`config.mk`:
```
export PLATFORM = sky130hd
export DESIGN_NAME = bt_em_arb
export DESIGN_NICKNAME = d
export VERILOG_FILES = /design/src/rtl/bt_em_pkg.sv /design/src/rtl/bt_em_arb.sv
export SDC_FILE = /design/constraint.sdc
export NUM_CORES = 1
export LEC_CHECK = 0
export ABC_CLOCK_PERIOD_IN_PS = 4120
export CORE_AREA = 2 2 109 111
export DETAILED_ROUTE_END_ITERATION = 8
export DIE_AREA = 0 0 111 113
export HOLD_SLACK_MARGIN = 0.1
export PLACE_DENSITY = 0.81
export SYNTH_ARGS = -nofsm -noshare
export SYNTH_HDL_FRONTEND = slang
export SYNTH_SLANG_ARGS = --single-unit
```
`constraint.sdc`:
```
create_clock -name bsb_clk -period 4.12 [get_ports bsb_clk]
set_clock_uncertainty 0.2 [all_clocks]
set_input_delay 1.236 -clock bsb_clk [delete_from_list [all_inputs] [get_ports bsb_clk]]
set_output_delay 1.236 -clock bsb_clk [all_outputs]
set_load 0.1 [all_outputs]
```
`src/rtl/bt_em_pkg.sv`:
```
// Shared definitions for the Bluetooth exchange-memory arbiter.
//   EM_ADR_W / EM_DAT_W : word address and data widths of the exchange memory
//   EM_BE_W             : byte-enable width derived from the data width
//   em_state_t          : arbiter FSM states
//   em_grant_t          : which master owns the in-flight access
package bt_em_pkg;

  localparam int EM_ADR_W = 23;
  localparam int EM_DAT_W = 32;
  localparam int EM_BE_W  = EM_DAT_W / 8;

  typedef enum logic [1:0] {
    IDLE  = 2'd0,
    GRANT = 2'd1,
    WAIT  = 2'd2,
    DONE  = 2'd3
  } em_state_t;

  typedef enum logic {
    GNT_BREDR = 1'b0,
    GNT_PCM   = 1'b1
  } em_grant_t;

endpackage

```
`src/rtl/bt_em_arb.sv`:
```
// Two-master arbiter in front of the exchange memory (EM).
// Masters: BR/EDR baseband (bredr_*) and PCM DMA (pcm_dma_*). Each master
// holds req/we/adr/wdat until its single-cycle ack. PCM wins by default;
// BR/EDR wins once PCM has taken PCM_MAX_RUN consecutive grants while
// BR/EDR was waiting. An access that sees no em_ack for ACK_TIMEOUT WAIT
// cycles is aborted: em_timeout pulses and the master is acked with zero
// read data.
// Ports:
//   bsb_clk, bsb_rst          clock, asynchronous active-high reset
//   bredr_em_* / pcm_dma_*    master request side (req, we, adr, wdat in;
//                             rdat, ack out)
//   em_req/we/adr/wdat        registered request towards the memory
//   em_rdat, em_ack           memory response (em_ack is a 1-cycle pulse)
//   em_timeout                1-cycle pulse when an access is aborted
module bt_em_arb
  import bt_em_pkg::*;
#(
  parameter int PCM_MAX_RUN = 4,
  parameter int ACK_TIMEOUT = 255
) (
  input  logic                bsb_clk,
  input  logic                bsb_rst,
  input  logic                bredr_em_req,
  input  logic [EM_BE_W-1:0]  bredr_em_we,
  input  logic [EM_ADR_W-1:0] bredr_em_adr,
  input  logic [EM_DAT_W-1:0] bredr_em_wdat,
  output logic [EM_DAT_W-1:0] bredr_em_rdat,
  output logic                bredr_em_ack,
  input  logic                pcm_dma_req,
  input  logic [EM_BE_W-1:0]  pcm_dma_we,
  input  logic [EM_ADR_W-1:0] pcm_dma_adr,
  input  logic [EM_DAT_W-1:0] pcm_dma_wdat,
  output logic [EM_DAT_W-1:0] pcm_dma_rdat,
  output logic                pcm_dma_ack,
  output logic                em_req,
  output logic [EM_BE_W-1:0]  em_we,
  output logic [EM_ADR_W-1:0] em_adr,
  output logic [EM_DAT_W-1:0] em_wdat,
  input  logic [EM_DAT_W-1:0] em_rdat,
  input  logic                em_ack,
  output logic                em_timeout
);

  localparam int RUN_W = (PCM_MAX_RUN < 1) ? 1 : $clog2(PCM_MAX_RUN + 1);
  localparam int TMO_W = (ACK_TIMEOUT < 1) ? 1 : $clog2(ACK_TIMEOUT + 1);
  localparam logic [RUN_W-1:0] RUN_MAX   = RUN_W'(PCM_MAX_RUN);
  localparam logic [TMO_W-1:0] TMO_LIMIT = TMO_W'(ACK_TIMEOUT);

  em_state_t           state_reg, state_next;
  em_grant_t           grant_reg, grant_next;
  logic [RUN_W-1:0]    run_cnt_reg, run_cnt_next;
  logic [TMO_W-1:0]    wait_cnt_reg, wait_cnt_next;
  logic                em_req_reg, em_req_next;
  logic [EM_BE_W-1:0]  em_we_reg, em_we_next;
  logic [EM_ADR_W-1:0] em_adr_reg, em_adr_next;
  logic [EM_DAT_W-1:0] em_wdat_reg, em_wdat_next;

  logic bredr_wins;
  logic ack_hit;
  logic tmo_hit;

  // BR/EDR only wins a contested slot once PCM has used up its run.
  assign bredr_wins = bredr_em_req && (!pcm_dma_req || (run_cnt_reg == RUN_MAX));

  // Completion is only recognised in WAIT; a memory ack in the same cycle as
  // the timeout limit still counts as a real completion.
  assign ack_hit = (state_reg == WAIT) && em_ack;
  assign tmo_hit = (state_reg == WAIT) && !em_ack && (wait_cnt_reg == TMO_LIMIT);

  always_comb begin
    state_next    = state_reg;
    grant_next    = grant_reg;
    run_cnt_next  = run_cnt_reg;
    wait_cnt_next = wait_cnt_reg;
    em_req_next   = em_req_reg;
    em_we_next    = em_we_reg;
    em_adr_next   = em_adr_reg;
    em_wdat_next  = em_wdat_reg;

    case (state_reg)
      IDLE: begin
        if (!bredr_em_req) begin
          run_cnt_next = '0;
        end
        if (bredr_em_req || pcm_dma_req) begin
          state_next  = GRANT;
          em_req_next = 1'b1;
          if (bredr_wins) begin
            grant_next   = GNT_BREDR;
            em_we_next   = bredr_em_we;
            em_adr_next  = bredr_em_adr;
            em_wdat_next = bredr_em_wdat;
            run_cnt_next = '0;
          end else begin
            grant_next   = GNT_PCM;
            em_we_next   = pcm_dma_we;
            em_adr_next  = pcm_dma_adr;
            em_wdat_next = pcm_dma_wdat;
            // Only grants that made BR/EDR wait count towards the run.
            if (bredr_em_req && (run_cnt_reg != RUN_MAX)) begin
              run_cnt_next = run_cnt_reg + 1'b1;
            end
          end
        end
      end
      GRANT: begin
        state_next    = WAIT;
        wait_cnt_next = '0;
      end
      WAIT: begin
        if (ack_hit || tmo_hit) begin
          state_next   = DONE;
          em_req_next  = 1'b0;
          em_we_next   = '0;
          em_adr_next  = '0;
          em_wdat_next = '0;
        end else begin
          wait_cnt_next = wait_cnt_reg + 1'b1;
        end
      end
      DONE: begin
        state_next = IDLE;
      end
      default: begin
        state_next = IDLE;
      end
    endcase
  end

  always_ff @(posedge bsb_clk or posedge bsb_rst) begin
    if (bsb_rst) begin
      state_reg    <= IDLE;
      grant_reg    <= GNT_BREDR;
      run_cnt_reg  <= '0;
      wait_cnt_reg <= '0;
      em_req_reg   <= 1'b0;
      em_we_reg    <= '0;
      em_adr_reg   <= '0;
      em_wdat_reg  <= '0;
    end else begin
      state_reg    <= state_next;
      grant_reg    <= grant_next;
      run_cnt_reg  <= run_cnt_next;
      wait_cnt_reg <= wait_cnt_next;
      em_req_reg   <= em_req_next;
      em_we_reg    <= em_we_next;
      em_adr_reg   <= em_adr_next;
      em_wdat_reg  <= em_wdat_next;
    end
  end

  assign em_req     = em_req_reg;
  assign em_we      = em_we_reg;
  assign em_adr     = em_adr_reg;
  assign em_wdat    = em_wdat_reg;
  assign em_timeout = tmo_hit;

  // Routing follows the latched grant so a master that drops req early
  // still receives its completion. Read data passes straight through from
  // memory in the ack cycle; an aborted access returns zero.
  assign bredr_em_ack  = (ack_hit || tmo_hit) && (grant_reg == GNT_BREDR);
  assign pcm_dma_ack   = (ack_hit || tmo_hit) && (grant_reg == GNT_PCM);
  assign bredr_em_rdat = (ack_hit && (grant_reg == GNT_BREDR)) ? em_rdat : '0;
  assign pcm_dma_rdat  = (ack_hit && (grant_reg == GNT_PCM))   ? em_rdat : '0;

endmodule

```
# After elaboration in Yosys (flattened, before gate mapping)
# Index checks and enable logic that the tools add are counted.
[word_totals] regBits=74 input_bits=155 output_inout_bits=127 word_cells=68
[op_classes] add_sub_neg=2 n_eq_ne=9 n_mux=27 bitwise=1 n_reduce_logical=21
[op_table] op="$mux 32" count=5
[op_table] op="$mux 23" count=3
[op_table] op="$pmux 32 s2" count=1
[op_table] op="$pmux 23 s2" count=1
[op_table] op="$pmux 8 s2" count=1
[op_table] op="$mux 3" count=4
[op_table] op="$mux 4" count=3
[op_table] op="$logic_and 1x1->1" count=9
[op_table] op="$add 8x1->8 const B" count=1
[op_table] op="$eq 8x8->1 const B" count=1
[op_table] op="$mux 8" count=1
[op_table] op="$pmux 2 s4" count=1
[op_table] op="$pmux 4 s2" count=1
[op_table] op="$reduce_and 2->1" count=3
[op_table] op="$eq 2x2->1 const B" count=2
[op_table] op="$mux 2" count=2
[op_table] op="$ne 2x2->1 const B" count=2
[op_table] op="$reduce_bool 2->1" count=2
[op_table] op="$add 3x1->3 const B" count=1
[op_table] op="$eq 3x3->1 const B" count=1
[op_table] op="$logic_or 1x1->1" count=3
[op_table] op="$mux 1" count=3
[op_table] op="$ne 3x3->1 const B" count=1
[op_table] op="$reduce_and 3->1" count=1
[op_table] op="6 further kinds" count=7

# Logic depth before layout (Yosys ltp)
# Gate-level depths: netlist of run 1.
[depth] ltp_word=6 depth_mapped=8 ltp_nobuf=6

# Worst setup path before layout of run 1
# OpenSTA, ideal clock, no wires.
[synth_path] kind="input port to output port" from="input port em_ack" to="output port bredr_em_ack" t_arrival_ns=3.562 required_time_ns=2.684 slack_ns=-0.878 cell_stages=2 path_buffers=0 path_cell_list="o21bai_1 nor3b_1"
[synth_via] elab_chain_len=5 elab_cells_between_ends=6 classes_between="6 x reduce/logical"
[synth_rtl] item="start: declaration" line="bt_em_arb.sv:40" text="input logic em_ack,"
[synth_rtl] item="$logic_not 1->1" line="bt_em_arb.sv:68" text="assign tmo_hit = (state_reg == WAIT) && !em_ack && (wait_cnt_reg == TMO_LIMIT);"
[synth_rtl] item="$logic_and 1x1->1 (2 in a row)" line="bt_em_arb.sv:68"
[synth_rtl] item="$logic_or 1x1->1 (*)" line="bt_em_arb.sv:161" text="assign bredr_em_ack = (ack_hit || tmo_hit) && (grant_reg == GNT_BREDR);"
[synth_rtl] item="$logic_and 1x1->1 (*)" line="bt_em_arb.sv:161"
[synth_rtl] item="end: declaration" line="bt_em_arb.sv:28" text="output logic bredr_em_ack,"
# Mark *: on every way between the ends. The rest lies on a longest branch, timed or not.

# Worst setup path in the final report of run 1
[layout_path] from="input port em_ack" to="output port bredr_em_rdat[4]"
[layout_via] elab_chain_len=3
[layout_rtl] item="$logic_and 1x1->1" line="bt_em_arb.sv:67" text="assign ack_hit = (state_reg == WAIT) && em_ack;"
[layout_rtl] item="$logic_and 1x1->1" line="bt_em_arb.sv:163" text="assign bredr_em_rdat = (ack_hit && (grant_reg == GNT_BREDR)) ? em_rdat : '0;"
[layout_rtl] item="$mux 32" line="bt_em_arb.sv:163"
[layout_rtl] item="end: declaration" line="bt_em_arb.sv:27" text="output logic [EM_DAT_W-1:0] bredr_em_rdat,"
# No other way between the ends.

==> flow_metrics.py, run 1 <==
metrics = {
    "place": {
        "dp.cells": 770,
        "place_ws_ps": 90.5,
        "gp_congestion": 0.852,
        "hpwlAfterDp_mm": 11.4,
        "port-buffer-count": 281,
    },
    "drt": {
        "drcViolationCount": 0,
        "wl_per_cell_um": 17.8,
        "vias_per_cell": 5.08,
        "firstDrtPassIters": 4,
        "vias": 3990,
        "first_iter_violations": 185,
        "wl_mm": 14.0,
        "ant_nets": 0,
    },
    "floorplan": {
        "die-area_sq_um": 12500,
        "rows": 39,
        "chipHeight_um": 113,
        "initial_core_util": 0.358,
        "core-area_sq_um": 11300,
        "die_w_um": 111,
        "io_pins": 282,
    },
    "cts": {
        "cts_tree": "done",
        "root_buffer": "clkbuf_16",
        "path_clk_slew_ps": 50,
        "hold_buffers": 0,
        "clk_latency_ps": 320,
        "cts.htree.levels": 3,
        "numCtsBuffers": 9,
        "cts_buffer_depth": 2,
        "ctsResizeCount": 0,
        "cts_sinks": 74,
    },
    "power_and_ir_drop": {
        "p_leak_nw": 3.63,
        "p_per_area_nw_per_um2": 724,
        "vdd_ir_drop_max_mv": 0.471,
        "power_w": 0.00570,
    },
    "finish": {
        "stdcell_count": 785,
        "final_cell_mix": "clkdlybuf4s50_1, dfrtp_1, buf_12, buf_4, and2_1",
        "num-nets-final": 799,
        "antenna-diode-count": 0,
        "synthToLayoutAreaGrowth_pct": 95.2,
        "drive_above_1_share": 0.255,
        "final_common_cell": "clkdlybuf4s50_1",
        "largest_register_ff_count": 32,
    },
    "global_routing": {
        "track_usage": 0.220,
        "grt_pass1_vias": 4234,
        "antenna_found_initial": 0,
        "grt_first_pass_wirelength_mm": 21.9,
        "grt_max_degree": 45,
        "grt_remaining_overflow": 0,
    },
    "logic_synthesis": {
        "seq_area_frac_synth": 0.459,
        "ys.flop_type": "dfrtp_1",
        "avgSynthCellArea_sq_um": 11.1,
        "netlist_area_sq_um": 4040,
        "synth_cell_types": 37,
        "synth_cells": 362,
        "ys_async_sr_fraction": 1.00,
        "synth_edf_count": 0,
        "ys_warn_count": 0,
        "synth_fp_nets": 523,
        "ys_ff_latch": 74,
    },
    "sta": {
        "min_period_ps": 4020,
        "worst_pin_slew_ps": 960,
        "hold_violations": 0,
        "finalSetupTns_ps": 0,
        "setup_viol": 0,
        "finalWorstSetupSlack_ps": 100,
        "max_freq_ghz": 0.249,
        "finalMaxSlewViolations": 0,
        "rsz0062_at_grt": "true",
        "fin_crit_sh": 0.976,
        "max_slew_margin": 0.358,
        "hold_slack_ps": 287,
    },
    "hold_path": {
        "min_path_type": "reg -> reg",
    },
    "flow_run": {
        "maxCapViolCount": 0,
    },
    "critical_path": {
        "end_kind": "output pin",
        "startpoint_type": "input pin",
        "required_ps": 2680,
        "worstSetupPathType": "in -> out",
        "worst-path-max-fanout": 16,
        "cp.arrival_ps": 2580,
    },
    "run_status": {
        "status": "complete, no violations",
    },
}
[cell usage after synthesis, types with 2 or more instances]
| cell type | instances | share of area |
|---|---|---|
| a21boi_0 | 2 | 0.0037 |
| nand2_1 | 9 | 0.0084 |
| ha_1 | 6 | 0.019 |
| o31ai_1 | 2 | 0.0037 |
| o21ai_0 | 10 | 0.012 |
| and3_1 | 2 | 0.0031 |
| o211ai_1 | 2 | 0.0037 |
| or4_1 | 2 | 0.0037 |
| mux2i_1 | 60 | 0.15 |
| and2_1 | 65 | 0.10 |
| nor3_1 | 2 | 0.0025 |
| nand4_1 | 2 | 0.0031 |
| buf_2 | 8 | 0.0099 |
| inv_1 | 9 | 0.0084 |
| o2bb2ai_1 | 59 | 0.13 |
| buf_4 | 6 | 0.011 |
| buf_6 | 2 | 0.0056 |
| nand2b_1 | 3 | 0.0047 |
| nand3_1 | 8 | 0.0099 |
| dfrtp_1 | 74 | 0.46 |
| clkbuf_1 | 12 | 0.011 |
| nor3b_1 | 2 | 0.0037 |
[cell families (layout without fill, tap and decap cells)]
kind of cell / count (synthesis) / in the layout / synth area share
XOR/XNOR: 1 / 1 / 0.00217
multiplexers: 61 / 61 / 0.152
adder cells (fa/ha/maj): 6 / 6 / 0.0186
AND/OR/NAND/NOR: 99 / 99 / 0.147
AO/OA/AOI/OAI: 84 / 84 / 0.176
buffers and inverters: 37 / 317 / 0.0462
flip-flops: 74 / 74 / 0.459
[timing repair]
action                                  in CTS  in global routing
endpoints found under the setup margin       0                  1
setup buffers                                0                  0
endpoints found under the hold margin        0                  0
[routing by layer]
| metal | part of all wire | up-vias | wire length [um] | GRT usage |
|---|---|---|---|---|
| met4 | 0.016 | 0 | 224 | 0.0600 |
| met3 | 0.097 | 17 | 1350 | 0.0836 |
| li1 | - | 1876 | - | - |
| met1 | 0.36 | 1894 | 5100 | 0.233 |
| met2 | 0.52 | 203 | 7310 | 0.409 |
| met5 | 0 | - | 0 | 0 |
[report_power, final]
part / switching [W] / leakage (nW) / internal (W)
Sequential: 0.000152 / 0.972 / 0.000969
Combinational: 0.00270 / 2.50 / 0.00100
Clock: 0.000289 / 0.162 / 0.000591
Total: 0.00314 / 3.63 / 0.00256
[critical path, stage by stage]
cell             delay, ps
clkdlybuf4s50_1        500
nor3b_2                210
buf_4                  210
and2_1                 220
buf_12                 190
[worst paths after layout]
| check | start | endpoint | slack (ps) | cells after the start |
|---|---|---|---|---|
| min in group asynchronous | bsb_rst | em_wdat[2] | 1150 | 2 |
| min reg2reg | em_wdat[27] | em_wdat[27] | 290 | 1 |
| min | em_wdat[27] | em_wdat[27] | 290 | 1 |
| max | em_ack | bredr_em_rdat[4] | 100 | 5 |
| max in group asynchronous | bsb_rst | em_wdat[5] | 1910 | 3 |
| max reg2reg | state_reg[0] | em_adr[21] | 1460 | 7 |
[stage by stage]
stage           util  area [sq um]
2_1_floorplan      -          4050
3_3_place_gp   0.669          7540
3_5_place_dp   0.669          7540
4_1_cts        0.699          7880
5_1_grt        0.699          7880
6_report       0.699          7880
[final cells by class]
type,count,area [sq um]
clock buffer,9,225
clock inverter,6,115
fill,785,3390
inverter,9,33.8
multi-input combinational,251,2020
sequential,74,1850
tap,143,179
timing repair buffer,293,3450
Power figures use the tool's default switching activity.
==> inputs of run 2 (changes only) <==
--- a/config.mk
+++ b/config.mk
@@ -10,7 +10,7 @@
 export DETAILED_ROUTE_END_ITERATION = 8
 export DIE_AREA = 0 0 111 113
 export HOLD_SLACK_MARGIN = 0.1
-export PLACE_DENSITY = 0.81
+export PLACE_DENSITY = 0.82
 export SYNTH_ARGS = -nofsm -noshare
 export SYNTH_HDL_FRONTEND = slang
 export SYNTH_SLANG_ARGS = --single-unit
==> flow_metrics.py, run 2 (synthesis gave the netlist of run 1 again) <==
metrics = {
    "cts": {
        "cts.htree.levels": 3,
        "root_buffer": "clkbuf_16",
        "numCtsBuffers": 9,
        "cts_setup_buffers": 0,
        "hold_buffers": 0,
        "cts_sinks": 74,
        "path_clk_slew_ps": 50,
        "cts_tree": "done",
        "ctsResizeCount": 0,
        "clk_latency_ps": 330,
        "cts_buffer_depth": 2,
    },
    "critical_path": {
        "reg2reg_depth": 6,
        "startpoint_type": "input pin",
        "max_stage_delay_ps": 500,
        "path_common_cell": "buf_12",
        "worst-path-max-fanout": 32,
        "crit_chain": "clkdlybuf4s50_1, nor3b_2, buf_12, and2_1, buf_12",
        "end_kind": "output pin",
        "worstSetupPathType": "in -> out",
        "required_ps": 2680,
        "worst_path_max_delay_cell": "clkdlybuf4s50_1",
        "cp.arrival_ps": 2580,
    },
    "drt": {
        "first_iter_violations": 189,
        "vias": 3929,
        "wl_mm": 13.9,
        "vias_per_cell": 5.02,
        "ant_nets": 0,
        "wl_per_cell_um": 17.8,
        "drcViolationCount": 0,
        "firstDrtPassIters": 4,
    },
    "power_and_ir_drop": {
        "vdd_ir_drop_max_mv": 0.448,
        "seq_power_share": 0.199,
        "p_per_area_nw_per_um2": 716,
        "p_int_w": 0.00248,
        "p_leak_nw": 3.62,
        "switching_power_w": 0.00314,
        "combPwrFrac": 0.660,
        "clkPwrFrac": 0.141,
        "power_w": 0.00562,
        "swShare": 0.559,
    },
    "place": {
        "place_area_sq_um": 7540,
        "place_ws_ps": 104,
        "dp.cells": 766,
        "port-buffer-count": 281,
        "gp_congestion": 0.848,
        "hpwlAfterDp_mm": 11.4,
    },
    "floorplan": {
        "rows": 39,
        "die-area_sq_um": 12500,
        "initial_core_util": 0.358,
        "chipHeight_um": 113,
        "io_pins": 282,
        "core-area_sq_um": 11300,
        "die_w_um": 111,
    },
    "global_routing": {
        "grt_pass1_vias": 4289,
        "track_usage": 0.221,
        "grt_first_pass_wirelength_mm": 22.1,
        "grt_max_degree": 44,
        "grt_remaining_overflow": 0,
        "antenna_found_initial": 0,
    },
    "finish": {
        "num-nets-final": 795,
        "antenna-diode-count": 0,
        "postLayoutCellArea_sq_um": 7850,
        "stdcell_count": 782,
        "final_cell_mix": "clkdlybuf4s50_1, dfrtp_1, buf_12",
        "largest_register_ff_count": 32,
        "fillers": 772,
        "synthToLayoutAreaGrowth_pct": 94.6,
        "drive_above_1_share": 0.252,
        "final_common_cell": "clkdlybuf4s50_1",
    },
    "sta": {
        "finalSetupTns_ps": 0,
        "max_freq_ghz": 0.249,
        "rsz0062_at_grt": "false",
        "worst_pin_slew_ps": 969,
        "setup_viol": 0,
        "finalMaxSlewViolations": 0,
        "fin_crit_sh": 0.974,
        "finalWorstSetupSlack_ps": 106,
        "hold_violations": 0,
        "max_slew_margin": 0.352,
        "min_period_ps": 4010,
    },
    "hold_path": {
        "min_path_cells": 1,
        "min_path_type": "reg -> reg",
    },
    "flow_run": {
        "maxCapViolCount": 0,
    },
    "run_status": {
        "status": "complete, no violations",
    },
}
==> run 2: cell types whose count changed in the layout (fill, tap and decap cells not counted), sizes merged <==
cell | previous run | this run
bufinv | 3 | 1
inv | 10 | 12
clkinvlp | 1 | 0
clkinv | 1 | 2
clkbuf | 9 | 10
buf | 138 | 134
==> run 2: stage by stage <==
step                utilization  hold slack, ps
floorplan                     -             268
global placement          0.669             273
detailed placement        0.669             275
CTS                       0.697             293
global route              0.697             303
finish                    0.697             287
==> run 2: routing by layer <==
layer | global-route usage | routed length, um | vias to the layer above
met3 | 0.0632 | 1140 | 19
met2 | 0.420 | 7630 | 189
met5 | 0 | 0 | -
met4 | 0.0600 | 201 | 0
li1 | - | - | 1862
met1 | 0.241 | 4940 | 1859
==> run 2: final timing paths <==
| path | start | slack (ps) | end |
|---|---|---|---|
| max | em_ack | 110 | bredr_em_rdat[28] |
| min | em_adr[13] | 290 | em_adr[13] |
| max reg2reg | wait_cnt_reg[0] | 1570 | em_we[3] |
| min reg2reg | em_adr[13] | 290 | em_adr[13] |
| max in group asynchronous | bsb_rst | 1920 | wait_cnt_reg[7] |
| min in group asynchronous | bsb_rst | 1140 | em_wdat[7] |
==> run 2: worst max-delay path, delay by kind of cell <==
family | cells | cell delay (ps)
buf+inv | 3 | 880
simple gates | 2 | 450
==> run 2: power by group through the flow <==
stage / Clock [W] / Combinational (W) / Sequential, W
after global routing: 0.000840 / 0.00386 / 0.00115
after floorplan: 0 / 0.00127 / 0.00251
after detailed placement: 0 / 0.00374 / 0.00113
after CTS: 0.000809 / 0.00374 / 0.00112
after global placement: 0 / 0.00368 / 0.00111
final: 0.000791 / 0.00371 / 0.00112
==> run 2: final cells by class <==
type                            instances  area (sq um)  area share
Multi-Input combinational cell        251          2020       0.257
Clock buffer                           10           239      0.0304
Inverter                                9          33.8     0.00430
Timing Repair Buffer                  289          3460       0.440
Tap cell                              143           179      0.0228
Sequential cell                        74          1850       0.236
Clock inverter                          6          70.1     0.00892
==> inputs of run 3 (changes only) <==
--- a/config.mk
+++ b/config.mk
@@ -6,11 +6,11 @@
 export NUM_CORES = 1
 export LEC_CHECK = 0
 export ABC_CLOCK_PERIOD_IN_PS = 4120
-export CORE_AREA = 2 2 109 111
+export CORE_MARGIN = 3
+export CORE_UTILIZATION = 36
 export DETAILED_ROUTE_END_ITERATION = 8
-export DIE_AREA = 0 0 111 113
 export HOLD_SLACK_MARGIN = 0.1
-export PLACE_DENSITY = 0.82
+export PLACE_DENSITY = 0.83
 export SYNTH_ARGS = -nofsm -noshare
 export SYNTH_HDL_FRONTEND = slang
 export SYNTH_SLANG_ARGS = --single-unit
==> flow_metrics.py, run 3 (synthesis gave the netlist of run 1 again) <==
metrics = {
    "critical_path": {
        "required_ps": 2680,
        "max_stage_delay_ps": 510,
        "startpoint_type": "input pin",
        "worstSetupPathType": "in -> out",
        "rrSetupSlack_ps": 1510,
        "reg2reg_depth": 6,
        "end_kind": "output pin",
        "reg2reg_from": "wait_cnt_reg[0]",
        "crit_chain": "clkdlybuf4s50_1, nor3b_2, buf_4, and2_1, buf_12",
        "r2r-end": "em_we[3]",
        "worst-path-max-fanout": 19,
        "crit_family": "buffers and inverters",
        "crit_buf_inv": 3,
        "cp.arrival_ps": 2570,
        "worst_path_max_delay_cell": "clkdlybuf4s50_1",
    },
    "drt": {
        "firstDrtPassIters": 4,
        "drcViolationCount": 0,
        "vias_per_cell": 5.05,
        "wl_met2_mm": 7.57,
        "first_iter_violations": 214,
        "wl_per_cell_um": 18.3,
        "vias": 3942,
        "ant_nets": 0,
        "wl_mm": 14.3,
        "wl_met1_mm": 5.20,
        "wl_met3_mm": 1.35,
        "routed.top_layer": "met4",
    },
    "sta": {
        "finalMaxSlewViolations": 0,
        "rsz0062_at_grt": "false",
        "fin_crit_sh": 0.973,
        "max_freq_ghz": 0.249,
        "setup_viol": 0,
        "hold_slack_ps": 291,
        "worst_pin_slew_ps": 788,
        "max_slew_margin": 0.472,
        "hold_violations": 0,
        "min_period_ps": 4010,
        "finalSetupTns_ps": 0,
    },
    "finish": {
        "num-nets-final": 797,
        "antenna-diode-count": 0,
        "drive_above_1_share": 0.254,
        "final_common_cell": "clkdlybuf4s50_1",
        "final_cell_mix": "clkdlybuf4s50_1, dfrtp_1, buf_12",
        "largest_register_ff_count": 32,
        "synthToLayoutAreaGrowth_pct": 92.5,
        "stdcell_count": 781,
        "fillers": 756,
    },
    "place": {
        "port-buffer-count": 281,
        "dp.cells": 765,
        "gp_congestion": 0.850,
        "hpwlAfterDp_mm": 11.5,
    },
    "cts": {
        "root_buffer": "clkbuf_8",
        "path_clk_slew_ps": 70,
        "clk_latency_ps": 340,
        "cts_tree": "done",
        "numCtsBuffers": 9,
        "hold_buffers": 0,
        "cts_buffer_depth": 2,
        "cts_setup_buffers": 0,
        "cts.htree.levels": 3,
        "cts_sinks": 74,
        "ctsResizeCount": 0,
    },
    "flow_run": {
        "maxCapViolCount": 0,
    },
    "run_status": {
        "status": "complete, no violations",
    },
    "global_routing": {
        "track_usage": 0.223,
        "grt_max_degree": 49,
        "grt_pass1_vias": 4308,
        "antenna_found_initial": 0,
        "grt_remaining_overflow": 0,
        "grt_first_pass_wirelength_mm": 22.5,
    },
    "hold_path": {
        "min_to": "em_wdat[9]",
        "min_path_type": "reg -> reg",
        "worstHoldStart": "em_wdat[9]",
        "min_path_cells": 1,
    },
    "floorplan": {
        "die-area_sq_um": 12500,
        "core-area_sq_um": 10900,
        "chipHeight_um": 112,
        "die_w_um": 112,
        "rows": 38,
        "io_pins": 282,
        "initial_core_util": 0.371,
    },
    "power_and_ir_drop": {
        "power_w": 0.00546,
        "p_leak_nw": 3.59,
        "vdd_ir_drop_max_mv": 0.393,
        "p_per_area_nw_per_um2": 703,
    },
}
## run 3: cell types whose count changed in the layout (fill, tap and decap cells not counted)
cell and delta:
buf_4 +4, clkdlybuf4s50_1 -1, clkbuf_1 +1, inv_6 -2
bufinv_16 +1, clkbuf_8 +9, buf_12 -1, clkinv_2 -1
clkinv_4 +1, clkbuf_16 -9
## run 3: worst register-to-register path, delay by kind of cell (launching register included)
kind / cells / cell delay, ps
AOI/OAI and AO/OA: 3 / 1060
adders and majority gates: 1 / 220
buffers and inverters: 1 / 310
DFF: 1 / 450
and+or+nand+nor: 1 / 240
## run 3: where the power goes
| part | switching, W | total, W | internal [W] | leakage [nW] |
|---|---|---|---|---|
| registers | 0.000156 | 0.00112 | 0.000967 | 0.972 |
| logic | 0.00269 | 0.00370 | 0.00101 | 2.50 |
| clock network | 0.000274 | 0.000637 | 0.000362 | 0.114 |
## run 3: final cells by class
type / instances / area, sq um / area share
clock buffers: 11 / 141 / 0.0182
clock inverters: 5 / 86.3 / 0.0111
inverters: 9 / 33.8 / 0.00435
multi-input cells: 251 / 2020 / 0.260
flip-flops and latches: 74 / 1850 / 0.238
well taps: 140 / 175 / 0.0225
repair buffers: 291 / 3460 / 0.445
## run 3: through the flow
| stage | worst slack (ps) | area [sq um] | utilization |
|---|---|---|---|
| global placement | 148 | 7540 | 0.693 |
| detailed placement | 97.4 | 7540 | 0.693 |
| CTS | 94.9 | 7770 | 0.714 |
| global route | 36.7 | 7770 | 0.714 |
| finish | 110 | 7770 | 0.714 |
| floorplan | 103 | 4050 | - |
## run 3: how the worst max path moves through the flow
stage | startpoint | to | slack [ps] | depth (start not counted)
floorplan | em_ack | em_timeout | 100 | 2
global placement | em_ack | pcm_dma_rdat[19] | 150 | 5
detailed placement | em_ack | pcm_dma_rdat[19] | 100 | 5
CTS | em_ack | pcm_dma_rdat[19] | 90 | 5
global route | em_ack | bredr_em_rdat[10] | 40 | 5
finish | em_ack | bredr_em_rdat[10] | 110 | 5
## run 3: per-layer routing
metal,up-vias,track usage
met2,198,0.408
li1,1864,-
met5,-,0
met1,1866,0.244
met4,0,0.0535
met3,14,0.0815
